$ cat src/rtl/washer_plant_model_timer.sv
// Saturating elapsed-time counter with synchronous clear.
//   clk, reset : clock, synchronous active-high reset
//   clear_i    : return count to zero (wins over enable_i)
//   enable_i   : advance one count per cycle, holding once tc_i is reached
//   tc_i       : terminal count
//   at_tc_o    : combinational, count currently equals tc_i
module washer_timer #(
  parameter int unsigned CNT_W = 4
) (
  input  logic             clk,
  input  logic             reset,
  input  logic             clear_i,
  input  logic             enable_i,
  input  logic [CNT_W-1:0] tc_i,
  output logic             at_tc_o
);

  logic [CNT_W-1:0] cnt_q;
  logic [CNT_W-1:0] cnt_d;

  // Next count: clear, else advance until the terminal count.
  always_comb begin
    cnt_d = cnt_q;
    if (clear_i) begin
      cnt_d = '0;
    end else if (enable_i && (cnt_q != tc_i)) begin
      cnt_d = cnt_q + CNT_W'(1);
    end
  end

  always_ff @(posedge clk) begin
    if (reset) begin
      cnt_q <= '0;
    end else begin
      cnt_q <= cnt_d;
    end
  end

  assign at_tc_o = (cnt_q == tc_i);

endmodule

$ cat config.mk
export PLATFORM = sky130hd
export DESIGN_NAME = washer_timer
export DESIGN_NICKNAME = d
export VERILOG_FILES = /design/src/rtl/washer_plant_model_timer.sv
export SDC_FILE = /design/constraint.sdc
export NUM_CORES = 1
export LEC_CHECK = 0
export CAP_MARGIN = 20
export CORE_AREA = 2 2 39 41
export CTS_BUF_LIST = sky130_fd_sc_hd__clkbuf_8 sky130_fd_sc_hd__clkbuf_16
export CTS_CLUSTER_DIAMETER = 40
export DETAILED_ROUTE_END_ITERATION = 8
export DIE_AREA = 0 0 41 43
export GPL_TIMING_DRIVEN = 1
export PLACE_DENSITY_LB_ADDON = 0.1
export SLEW_MARGIN = 20
export SYNTH_ARGS = -nofsm -noshare
export SYNTH_HDL_FRONTEND = slang
export SYNTH_SLANG_ARGS = --single-unit
$ cat constraint.sdc
create_clock -name clk -period 2.55 [get_ports clk]
set_clock_uncertainty 0.1 [all_clocks]
set_input_delay 0.51 -clock clk [delete_from_list [all_inputs] [get_ports clk]]
set_output_delay 0.51 -clock clk [all_outputs]
set_load 0.005 [all_outputs]
==> metrics.csv <==
stage,metric,value,unit
setup_path,startpoint,tc_i[0],
floorplan,core_area,1380,sq um
finish,largestRegisters,cnt_q (4),
route,drtIter0Drc,0,
sta,min_period,2.13,ns
sta,min_period_over_period,83.4,%
setup_path,r2r_slack,0.94,ns
place,port_buffers,8,
setup_path,setup.worst_path.end,at_tc_o,
sta,setup_viol,0,
global_route,grt_pass1_vias,206,
synth,synthTopCellsByArea,"dfxtp_1 32%, xor2_1 14%, o41ai_4 11%, xor2_2 6.6%, o21ai_0 6.1%",
global_route,antenna_found_initial,0,
route,postRouteAntennaNets,0,
synth,ys_warn_count,0,
place,place_area,362,sq um
finish,regMostFlops,cnt_q,
finish,num_antenna_cells,0,
sta,fmax,0.470,GHz
global_route,grt_pass1_wl,786,um
setup_path,worstSetupPathType,primary input to output pin,
sta,setup_ws,0.422,ns
route,via_per_inst,4.04,
place,place_congestion,0.638,
clock_network,cts_tree,built,
synth,synth_nets,35,
synth,ys_ff_latch,4,
status,status,completed,
synth,synth_cells,26,
synth,seq_area_frac_synth,32.5,%
power_and_ir_drop,power.density,557,nW/um^2
floorplan,die_y,43,um
clock_network,hold_buffers,0,
clock_network,cts_buffers,3,
clock_network,cts.sinks,4,
route,wl,479,um
setup_path,timing.rr.end,cnt_q[3],
sta,hold_viol,0,
clock_network,clk_latency,0.21,ns
clock_network,path_clk_slew,0.03,ns
floorplan,fp-row-count,14,
synth,synth_top_area_share,32.5,%
sta,worst_pin_slew,0.415,ns
clock_network,cts_buffer_depth,2,
setup_path,reg2reg_depth,5,
setup_path,end_kind,output pin,
clock_network,cts.repair.resized,0,
power_and_ir_drop,total_power,226,uW
clock_network,htree_levels,1,
sta,drv_slew,0,
clock_network,cts_root_buf,clkbuf_8,
route,dr_total_vias,222,
sta,fin_setup_tns,0,ns
hold_path,worstHoldPathType,flop to flop,
finish,final_cell_count_no_fill,55,
setup_path,rr_startpoint,cnt_q[0],
place,dpl_worst_slack,0.0108,ns
floorplan,ios,9,
setup_path,worstPathRequired,1.94,ns
global_route,overflow,0,
synth,avgSynthCellArea,9.48,sq um
setup_path,path_max_fanout,2,
synth,syn_area,246,sq um
route,firstDrtPassIters,1,
finish,nNetsFinal,50,
floorplan,initial_core_util,17.8,%
setup_path,cp-start-kind,primary input,
global_route,track_usage,6.93,%
finish,area_growth,64.5,%
power_and_ir_drop,irDropWorstVdd,206,uV
finish,largest_reg_flops,4,
finish,post-route-cell-area,405,sq um
synth,yosysTopAreaCell,dfxtp_1,
synth,synth_cell_type_count,14,
floorplan,dieWidth,41,um
power_and_ir_drop,p_leak,0.177,nW
place,dp.cells,52,
finish,drive_above_1_share,20.5,%
setup_path,arrival,1.52,ns
route,post_drt_wl_per_cell,8.71,um
sta,rsz0062_at_grt,false,
global_route,grt_max_degree,8,
floorplan,die_area,1760,sq um
route,drc,0,
sta,slew_headroom,72.3,%
clock_network,post_cts_buffers,0,
job,cap_violations,0,
## worst max-delay path, stage by stage
cell and delay (ns):
clkdlybuf4s50_1 0.44, xor2_2 0.16, nor4_1 0.25, dlymetal6s2s_1 0.16
## stage by stage
step           hold slack [ns]  util [%]
6_report                 0.396      29.3
5_1_grt                  0.438      29.3
4_1_cts                  0.401      29.1
3_5_place_dp             0.395      26.1
3_3_place_gp             0.389      26.1
2_1_floorplan            0.366         -
## placed cells by master (no fill, tap or decap), drive strengths merged
master,n
clkbuf,3
clkdlybuf4s50,7
or2,1
ha,1
nor2,2
nand3,2
or3,2
nand2,1
nor4,1
buf,2
xor2,5
o21ai,3
o41ai,1
inv,1
a21oi,2
dfxtp,4
dlymetal6s2s,1
## cells by family after synthesis
family	Yosys count	synth area share (%)
and+or+nand+nor	9	18.8
AOI/OAI and AO/OA	6	21.3
xor gates and xnor gates	5	20.8
DFF	4	32.5
buffers and inverters	1	1.52
adders and majority gates	1	5.08
## worst min path at each step
stage,start,to,slack (ns),cells after the start
after floorplan,cnt_q[3],cnt_q[3],0.37,2
after global placement,cnt_q[3],cnt_q[3],0.39,2
after detailed placement,cnt_q[3],cnt_q[3],0.40,2
after CTS,cnt_q[3],cnt_q[3],0.40,2
after global routing,cnt_q[3],cnt_q[3],0.44,2
final,cnt_q[3],cnt_q[3],0.40,2
## report_power, final
group / leakage, nW / internal, mW / switching [mW]
Combinational: 0.123 / 0.0196 / 0.0119
Sequential: 0.0324 / 0.0643 / 0.00192
Clock: 0.0216 / 0.100 / 0.0280
## routing by layer
metal	share of wire, %	global-route usage, %	routed length, um	up-vias
met5	0	0	0	-
met4	0	8.00	0	0
met2	53	9.69	253	5
met1	42	7.40	201	100
li1	-	-	-	117
met3	5.0	1.57	24	0
## cell usage after synthesis
library cell	number
dfxtp_1	4
ha_1	1
xor2_2	1
xor2_1	4
nor2_1	2
nor4_1	1
nand3_1	2
o21ai_0	3
o41ai_4	1
a21oi_1	2
or3_1	2
inv_1	1
nand2_1	1
or2_2	1
## area by class of cell
cell class                 count  area, sq um
tap                           16         20.0
timing repair buffer          10         97.6
clock buffer                   3         41.3
multi-input combinational     21          163
inverter                       1         3.75
sequential                     4         80.1
fill                         152          978
Note: power is estimated with default switching activity, not from simulation.
